## config.mk

```make
export PLATFORM = sky130hd
export DESIGN_NAME = ysyx_220053_pipe_adder
export DESIGN_NICKNAME = d
export VERILOG_FILES = /design/src/rtl/ysyx_220053_alu_pkg.sv /design/src/rtl/ysyx_220053_adder_slice.sv /design/src/rtl/ysyx_220053_pipe_adder.sv
export SDC_FILE = /design/constraint.sdc
export NUM_CORES = 1
export LEC_CHECK = 0
export ABC_AREA = 1
export BUFFER_PORTS_ARGS = -buffer_cell sky130_fd_sc_hd__buf_2
export CAP_MARGIN = 0
export CORE_MARGIN = 1.5
export CORE_UTILIZATION = 55
export CTS_CLUSTER_SIZE = 20
export DETAILED_ROUTE_END_ITERATION = 16
export PLACE_DENSITY_LB_ADDON = 0.2
export SLEW_MARGIN = 20
export SYNTH_ARGS = -nofsm -noshare
export SYNTH_HDL_FRONTEND = slang
export SYNTH_SLANG_ARGS = --single-unit
```

## constraint.sdc

```tcl
create_clock -name clk -period 3.09 [get_ports clk]
set_clock_uncertainty 0.05 [all_clocks]
set_input_delay 0 -clock clk [delete_from_list [all_inputs] [get_ports clk]]
set_output_delay 0 -clock clk [all_outputs]
set_load 0.01 [all_outputs]
```

## src/rtl/ysyx_220053_alu_pkg.sv

```systemverilog
// Shared ALU constants.
//   XLEN         : native datapath width
//   ADDER_STAGES : default pipeline depth of the pipelined adder
//   WORD_W       : width of an RV64 W-mode operation
package ysyx_220053_alu_pkg;

    localparam int unsigned XLEN         = 64;
    localparam int unsigned ADDER_STAGES = 2;
    localparam int unsigned WORD_W       = 32;

endpackage

```

## src/rtl/ysyx_220053_adder_slice.sv

```systemverilog
// Combinational S-bit ripple slice used by one pipeline stage of the adder.
//   a, b : slice operands (b already inverted for subtraction)
//   cin  : carry into the slice
//   sum  : slice sum
//   cout : carry out of the slice MSB
module ysyx_220053_adder_slice #(
    parameter int unsigned S = 32
) (
    input  logic [S-1:0] a,
    input  logic [S-1:0] b,
    input  logic         cin,
    output logic [S-1:0] sum,
    output logic         cout
);

    assign {cout, sum} = (S+1)'(a) + (S+1)'(b) + (S+1)'(cin);

endmodule

```

## src/rtl/ysyx_220053_pipe_adder.sv

```systemverilog
// Pipelined add/sub unit with valid/ready handshake on both sides.
// Stage k adds slice k of the operands; upper operand slices and the lower
// result slices travel forward with the operation. The last stage applies
// W-mode formatting and registers the final result.
//   clk, rst_n            : clock, asynchronous active-low reset
//   flush                 : drop every in-flight operation at the next edge
//   in_valid/in_ready     : operation handshake
//   in_x, in_y            : operands
//   in_sub                : 1 = x - y, 0 = x + y
//   in_word               : RV64 W-mode (32-bit op, sign-extended result)
//   out_valid/out_ready   : result handshake
//   out_result, out_cout  : result and carry out
//   out_ovf, out_zero     : signed overflow / zero flags, only when
//                           YSYX_220053_ADDER_FLAGS_EN is defined
module ysyx_220053_pipe_adder
    import ysyx_220053_alu_pkg::*;
#(
    parameter int unsigned WIDTH  = XLEN,
    parameter int unsigned STAGES = ADDER_STAGES
) (
    input  logic             clk,
    input  logic             rst_n,
    input  logic             flush,
    input  logic             in_valid,
    output logic             in_ready,
    input  logic [WIDTH-1:0] in_x,
    input  logic [WIDTH-1:0] in_y,
    input  logic             in_sub,
    input  logic             in_word,
    output logic             out_valid,
    input  logic             out_ready,
    output logic [WIDTH-1:0] out_result,
    output logic             out_cout
`ifdef YSYX_220053_ADDER_FLAGS_EN
    ,
    output logic             out_ovf,
    output logic             out_zero
`endif
);

    localparam int unsigned S    = WIDTH / STAGES;
    localparam int unsigned LAST = STAGES - 1;
    localparam int unsigned RAW  = (STAGES > 1) ? STAGES - 1 : 1;

    logic [STAGES-1:0]             valid_q, valid_d;
    logic [STAGES-1:0]             adv, load;
    logic [STAGES:0]               free;

    logic [STAGES-1:0][WIDTH-1:0]  src_x, src_y, src_s, sum_c;
    logic [STAGES-1:0]             src_c, src_w;
    logic [STAGES-1:0][S-1:0]      slc_sum;
    logic [STAGES-1:0]             slc_cout;

    logic [RAW-1:0][WIDTH-1:0]     x_q, y_q, s_q;
    logic [RAW-1:0]                c_q, w_q;

    logic [WIDTH-1:0]              res_d, res_q;
    logic                          cout_d, cout_q;

    // Backpressure chain: a stage is free if empty or emptying this cycle.
    always_comb begin
        free         = '0;
        adv          = '0;
        load         = '0;
        valid_d      = valid_q;
        free[STAGES] = out_ready;
        for (int i = int'(LAST); i >= 0; i--) begin
            adv[i]  = valid_q[i] && free[i+1];
            free[i] = !valid_q[i] || adv[i];
        end
        in_ready = !flush && free[0];
        load[0]  = in_valid && in_ready;
        for (int i = 1; i < int'(STAGES); i++) begin
            load[i] = adv[i-1];
        end
        for (int i = 0; i < int'(STAGES); i++) begin
            if (flush) begin
                valid_d[i] = 1'b0;
            end else if (load[i]) begin
                valid_d[i] = 1'b1;
            end else if (adv[i]) begin
                valid_d[i] = 1'b0;
            end
        end
    end

    always_ff @(posedge clk or negedge rst_n) begin
        if (!rst_n) begin
            valid_q <= '0;
        end else begin
            valid_q <= valid_d;
        end
    end

    // Operands feeding each stage: ports for stage 0, previous stage otherwise.
    always_comb begin
        src_x    = '0;
        src_y    = '0;
        src_s    = '0;
        src_c    = '0;
        src_w    = '0;
        src_x[0] = in_x;
        src_y[0] = in_sub ? ~in_y : in_y;
        src_c[0] = in_sub;
        src_w[0] = in_word;
        for (int k = 1; k < int'(STAGES); k++) begin
            src_x[k] = x_q[k-1];
            src_y[k] = y_q[k-1];
            src_s[k] = s_q[k-1];
            src_c[k] = c_q[k-1];
            src_w[k] = w_q[k-1];
        end
    end

    for (genvar k = 0; k < STAGES; k++) begin : g_slice
        ysyx_220053_adder_slice #(
            .S (S)
        ) u_slice (
            .a    (src_x[k][k*S +: S]),
            .b    (src_y[k][k*S +: S]),
            .cin  (src_c[k]),
            .sum  (slc_sum[k]),
            .cout (slc_cout[k])
        );
    end

    // Merge each stage's new slice into the partial result it carries.
    always_comb begin
        sum_c = src_s;
        for (int k = 0; k < int'(STAGES); k++) begin
            sum_c[k][k*S +: S] = slc_sum[k];
        end
    end

    // Intermediate stage registers; payload only moves on load.
    always_ff @(posedge clk or negedge rst_n) begin
        if (!rst_n) begin
            x_q <= '0;
            y_q <= '0;
            s_q <= '0;
            c_q <= '0;
            w_q <= '0;
        end else begin
            for (int k = 0; k < int'(LAST); k++) begin
                if (load[k]) begin
                    x_q[k] <= src_x[k];
                    y_q[k] <= src_y[k];
                    s_q[k] <= sum_c[k];
                    c_q[k] <= slc_cout[k];
                    w_q[k] <= src_w[k];
                end
            end
        end
    end

    // Final formatting. In W-mode the carry out of bit 31 is recovered from
    // bit 32 of the full sum: sum[32] = x[32] ^ y[32] ^ carry_into_32.
    if (WIDTH > WORD_W) begin : g_word
        always_comb begin
            res_d  = sum_c[LAST];
            cout_d = slc_cout[LAST];
            if (src_w[LAST]) begin
                res_d  = {{(WIDTH-WORD_W){sum_c[LAST][WORD_W-1]}}, sum_c[LAST][WORD_W-1:0]};
                cout_d = sum_c[LAST][WORD_W] ^ src_x[LAST][WORD_W] ^ src_y[LAST][WORD_W];
            end
        end
    end else begin : g_noword
        assign res_d  = sum_c[LAST];
        assign cout_d = slc_cout[LAST];
    end

    // Last-stage operands are only partly consumed (sign bits, W-mode carry).
    logic unused_bits;
    assign unused_bits = ^{src_x[LAST], src_y[LAST], src_s[LAST], src_w[LAST]};

    always_ff @(posedge clk or negedge rst_n) begin
        if (!rst_n) begin
            res_q  <= '0;
            cout_q <= 1'b0;
        end else if (load[LAST]) begin
            res_q  <= res_d;
            cout_q <= cout_d;
        end
    end

    assign out_valid  = valid_q[LAST];
    assign out_result = res_q;
    assign out_cout   = cout_q;

`ifdef YSYX_220053_ADDER_FLAGS_EN
    localparam int unsigned SGN_W = (WIDTH > WORD_W) ? WORD_W - 1 : WIDTH - 1;

    logic sgn_x, sgn_y, ovf_d, zero_d, ovf_q, zero_q;

    // Overflow: operands of equal sign produce a result of the other sign.
    // A W-mode result is sign-extended, so its MSB already equals bit 31.
    always_comb begin
        sgn_x  = src_w[LAST] ? src_x[LAST][SGN_W] : src_x[LAST][WIDTH-1];
        sgn_y  = src_w[LAST] ? src_y[LAST][SGN_W] : src_y[LAST][WIDTH-1];
        ovf_d  = (sgn_x == sgn_y) && (res_d[WIDTH-1] != sgn_x);
        zero_d = (res_d == '0);
    end

    always_ff @(posedge clk or negedge rst_n) begin
        if (!rst_n) begin
            ovf_q  <= 1'b0;
            zero_q <= 1'b0;
        end else if (load[LAST]) begin
            ovf_q  <= ovf_d;
            zero_q <= zero_d;
        end
    end

    assign out_ovf  = ovf_q;
    assign out_zero = zero_q;
`endif

endmodule
```

Word-level counts from Yosys, hierarchy flattened
Index checks and enable logic that the tools add are counted.
{"block": "op_classes", "mux": 9, "n_reduce_logical": 11, "bitwise_logic": 3, "n_addsub": 4}
{"op": "two-way mux 64 bit", "count": 2}
{"op": "adder 32 x 32 -> 33 bit", "count": 2}
{"op": "adder 33 x 1 -> 33 bit", "count": 2}
{"op": "NOT 64 bit", "count": 1}
{"op": "two-way mux 1 bit", "count": 7}
{"op": "nonzero test 3 bit", "count": 2}
{"op": "logical AND 1 bit", "count": 4}
{"op": "zero test 1 bit", "count": 3}
{"op": "logical OR 1 bit", "count": 2}
{"op": "XOR 1 bit", "count": 2}
{"block": "word_totals", "ff_bits": 229, "input_bits": 135, "output_inout_bits": 67, "elab_cells": 36}

Longest topological paths before layout
{"block": "depth", "word_depth": 8, "depth_mapped": 18, "mapped_depth_nobuf": 16}

Cells and area by module
Synthesis repeated with hierarchy kept, for this count alone.
{"block": "unflattened", "cells_unflattened": 1765, "area_unflattened_um2": 11881.4}
{"mod": "ysyx_220053_pipe_adder", "seq_area_each_um2": 4129.0, "instances": 1, "cells_per_inst": 758, "area_each_um2": 7039.3}
{"mod": "ysyx_220053_adder_slice at g_slice[1].u_slice", "seq_area_each_um2": 0.0, "instances": 1, "cells_per_inst": 502, "area_each_um2": 2448.6}
{"mod": "ysyx_220053_adder_slice at g_slice[0].u_slice", "seq_area_each_um2": 0.0, "instances": 1, "cells_per_inst": 505, "area_each_um2": 2393.5}

Worst setup path after synthesis
OpenSTA, ideal clock, no wires.
{"block": "synth_timing", "path_kind": "register to register", "startpoint": "register y_q[32] in the netlist's numbering", "endpoint": "register cout_q, in the netlist out_cout", "stages_incl_launch_ff": 17, "path_buffers": 0, "setup_slack_ns": 1.055, "setup_ns": 0.116, "arrival_time_ns": 1.869, "synth_period_minus_slack_ns": 2.035, "required_time_ns": 2.924, "cell_sequence": "dfrtp_1 -> inv_1 -> fa_1 -> inv_1 -> fa_1 -> nand3_1 -> nand3_1 -> nand2_1 -> nand2_1 -> nand2_1 -> nand2_1 -> nand2_1 -> nand2_1 -> nand2_1 -> nand3_1 -> nand2_1 -> nand2_1"}
{"block": "synth_between", "elab_chain_cells": 5}
{"item": "start, declared", "line_no": "ysyx_220053_pipe_adder.sv:54", "rtl": "logic [RAW-1:0][WIDTH-1:0] x_q, y_q, s_q;"}
{"item": "start signal, assigned by index", "line_no": "ysyx_220053_pipe_adder.sv:147", "rtl": "y_q[k] <= src_y[k];"}
{"item": "adder 32 x 32 -> 33 bit", "line_no": "ysyx_220053_adder_slice.sv:16", "rtl": "assign {cout, sum} = (S+1)'(a) + (S+1)'(b) + (S+1)'(cin);"}
{"item": "adder 33 x 1 -> 33 bit", "line_no": "ysyx_220053_adder_slice.sv:16"}
{"item": "XOR 1 bit (2 in a row)", "line_no": "ysyx_220053_pipe_adder.sv:164", "rtl": "cout_d = sum_c[LAST][WORD_W] ^ src_x[LAST][WORD_W] ^ src_y[LAST][WORD_W];"}
{"item": "two-way mux 1 bit (*)", "line_no": "ysyx_220053_pipe_adder.sv:162", "rtl": "if (src_w[LAST]) begin"}
{"item": "end signal, assigned", "line_no": "ysyx_220053_pipe_adder.sv:182", "rtl": "cout_q <= cout_d;"}
{"item": "end, declared", "line_no": "ysyx_220053_pipe_adder.sv:58", "rtl": "logic cout_d, cout_q;"}
Mark *: on every way between the ends. The rest lies on a longest branch, timed or not.
A chain may end at the register's enable or synchronous reset.

Worst setup path after layout
{"block": "layout_timing", "startpoint": "register c_q", "endpoint": "register cout_q, in the netlist out_cout"}
{"block": "layout_between", "elab_chain_cells": 4}
{"item": "start, declared", "line_no": "ysyx_220053_pipe_adder.sv:55", "rtl": "logic [RAW-1:0] c_q, w_q;"}
{"item": "start signal, assigned by index", "line_no": "ysyx_220053_pipe_adder.sv:149", "rtl": "c_q[k] <= slc_cout[k];"}
{"item": "adder 33 x 1 -> 33 bit (*)", "line_no": "ysyx_220053_adder_slice.sv:16"}
{"item": "XOR 1 bit (2 in a row)", "line_no": "ysyx_220053_pipe_adder.sv:164"}
{"item": "two-way mux 1 bit (*)", "line_no": "ysyx_220053_pipe_adder.sv:162"}
Marked as above.

==> metrics.md <==
| Metric | Value |
|---|---|
| Final slew viol count | `0` |
| Antenna diodes | `0` |
| Period Utilization, post-route | `79.8%` |
| Htree depth | `4` |
| Core Footprint | `19700 µm²` |
| Worst Setup SP | `c_q$_DFFE_PN0P_` |
| Top_reg_cell synth | `dfrtp_1` |
| Post-synth EDFFs | `0` |
| Cell variety after synth | `36` |
| CP max-delay cell | `fa_1` |
| Crit path max fanout | `5` |
| IO buf count | `201` |
| Post-synth ARST share | `100%` |
| Crit. End Element | `flop` |
| Synthesized net count | `1820` |
| Std-Cell Rows | `51` |
| First-pass GRT wire length | `53400 µm` |
| WL met1 | `13700 µm` |
| Routed WL | `33200 µm` |
| Root buf cell | `clkbuf_16` |
| FMAX | `406 MHz` |
| RSZ-0062 raised after global routing | `false` |
| Post-DRT Antenna Nets | `0` |
| Pre-antenna DRT Iters | `5` |
| Reg clk slew, reported paths | `70 ps` |
| Largest net degree at the start of global routing | `81` |
| Grt total ovfl | `0` |
| CP dominant cell by count | `nand2_1` |
| Post-route cell area | `13800 µm²` |
| Clock latency at the later pin of the worst-skew pair | `440 ps` |
| Pwr Total | `8340 µW` |
| Placer Congestion | `0.936` |
| Worst path required time | `3360 ps` |
| R2R Path Start | `c_q$_DFFE_PN0P_` |
| Synthesized area | `11200 µm²` |
| Initial DRC Count | `732` |
| CP startpoint kind | `flop` |
| Clock Tree Buf Depth | `2` |
| Most common cell after layout, fill and taps aside | `nand2_1` |
| Initial antenna violation count | `1` |
| Cts bufs inserted | `17` |
| Critical path type | `reg -> reg` |
| Dominant delay contributor by cell family on the critical path | `simple AND/OR/NAND/NOR gates` |
| Layout cells sized above 1 | `14.2%` |
| Vias per cell | `5.25` |
| CP Data Arrival Time | `2740 ps` |
| CTS Sinks | `165` |
| # Max-Cap Violations | `0` |
| Final setup vio count | `0` |
| Min-delay src | `in_x[19]` |
| Yosys reg bits | `165` |
| Met3 wire length | `1710 µm` |
| Synth-to-layout area growth | `23.6%` |
| Ys Warns | `0` |
| Avg WL per Cell | `15.4 µm` |
| Layout Nets | `2082` |
| Placed cells | `2053` |
| CTS tree | `built` |
| WP buf/inv | `2` |
| Filler instances | `1679` |
| Worst-Margin Slew | `764 ps` |
| Core Util, Final | `70.1%` |
| Slowest stage delay, CP | `440 ps` |
| Sequential-to-total area share from yosys stat | `37.0%` |
| Mapped Avg Cell Area | `6.88 µm²` |
| Setup TNS Final | `0 ps` |
| DR vias | `11337` |
| Fin. Hold Viols | `0` |
| Dpl cell area | `12400 µm²` |
| Number of global-route vias before repair | `11149` |
| Status | `completed` |
| Synth Instances | `1620` |
| Highest Signal Layer | `met4` |
| Routed length on met2 | `16300 µm` |
| Tmin final | `2470 ps` |
| Min-delay worst type | `in -> reg` |
| Die Y | `145 µm` |
| Post-cts resize count | `0` |
| Drt drc | `0` |
| Die W | `145 µm` |
| Most frequent cells in the layout | `nand2_1 (623), buf_2 (199), inv_1 (175), dfrtp_1 (165), nor2_1 (111)` |
| Pleak | `0.00753 µW` |
| Layout Cells excl Fill | `2160` |
| Crit-path cells | `inv_1 > fa_1 > inv_1 > fa_1 > nand3_1 > nand3_1 > nand2_1 > nand2_1 > nand2_1 > nand2_1 > nand2_1 > nand2_1 > nand2_1 > nand3_1 > nand2_1 > nand2_1` |
| P per Cell Area | `605 nW/µm²` |
| Die area | `21100 µm²` |
| VDD IR max | `396 µV` |
| Final HPWL DP | `24000 µm` |
| Overall Global Routing Usage | `31.5%` |
| Initial core utilization | `56.7%` |
| Slew Limit Headroom | `49.1%` |
| I/O pins | `202` |
[sequential cells by signal, indices dropped and copies added, names as in the netlist]
| register | cells |
|---|---|
| c_q | 1 |
| out_cout | 1 |
| out_result | 64 |
| s_q | 32 |
| valid_q | 2 |
| w_q | 1 |
| x_q | 32 |
| y_q | 32 |
[logic make-up (layout without fill, tap and decap cells)]
| family | count (synthesis) | in the layout | share of synthesized area, % |
|---|---|---|---|
| compound gates | 204 | 204 | 9.78 |
| xor+xnor | 79 | 79 | 6.20 |
| fa+ha+maj | 65 | 65 | 7.49 |
| buf+inv | 233 | 508 | 8.07 |
| flops | 165 | 165 | 37.0 |
| simple gates | 874 | 874 | 31.4 |
[worst register-to-register path, stage by stage (launching register included)]
cell     delay (ps)
dfrtp_1         360
inv_1           130
fa_1            200
inv_1            90
fa_1            440
nand3_1         110
nand3_1         180
nand2_1         110
nand2_1         100
nand2_1          70
nand2_1          70
nand2_1          90
nand2_1          70
nand2_1          60
nand3_1          60
nand2_1          90
nand2_1          60
[power breakdown]
group          internal (µW)  switching, µW  leakage (µW)
Sequential              2640            303       0.00201
Combinational           1180           1900       0.00521
Clock                   1320            997      0.000309
[through the flow]
step           hold WS [ps]  setup slack, ps
6_report               26.1              625
3_3_place_gp           36.6              590
5_1_grt                46.8              470
3_5_place_dp           37.8              603
2_1_floorplan          -346             1050
4_1_cts                21.2              653
[per-layer routing]
metal / global-route usage, % / vias up
met5: 0 / -
met4: 15.2 / 0
met3: 4.80 / 91
met2: 55.0 / 402
met1: 38.2 / 5218
li1: - / 5626
[synth_stat cells (all sizes together), types with 20 or more instances]
cell | n | area [µm²]
inv | 187 | 702
o21ai | 89 | 460
buf | 20 | 100
a21oi | 96 | 480
nor2 | 112 | 428
clkbuf | 24 | 90.1
xor2 | 34 | 298
nand3 | 96 | 480
ha | 62 | 776
xnor2 | 45 | 394
nand2 | 625 | 2350
dfrtp | 165 | 4130
[repair_timing]
item	in CTS	in global routing
hold buffers	75	0
hold endpoints to repair	150	0
buffers inserted	0	0
[layout make-up]
class | count | area (µm²) | area share (%)
Multi-Input combinational cell | 1222 | 6120 | 44.4
Sequential cell | 165 | 4130 | 30.0
Timing Repair Buffer | 287 | 1860 | 13.5
Inverter | 189 | 711 | 5.16
Clock buffer | 18 | 439 | 3.19
Tap cell | 265 | 332 | 2.41
Clock inverter | 14 | 185 | 1.34
[path summary, 6_finish.rpt]
kind / endpoint / slack [ps] / depth (start not counted)
max reg2reg: out_cout$_DFFE_PN0P_ / 620 / 16
min: s_q[19]$_DFFE_PN0P_ / 30 / 5
max: out_cout$_DFFE_PN0P_ / 620 / 16
min reg2reg: out_result[23]$_DFFE_PN0P_ / 420 / 2
max in group asynchronous: out_result[53]$_DFFE_PN0P_ / 2070 / 3
min in group asynchronous: y_q[45]$_DFFE_PN0P_ / 120 / 2
(Power assumes the default switching activity.)
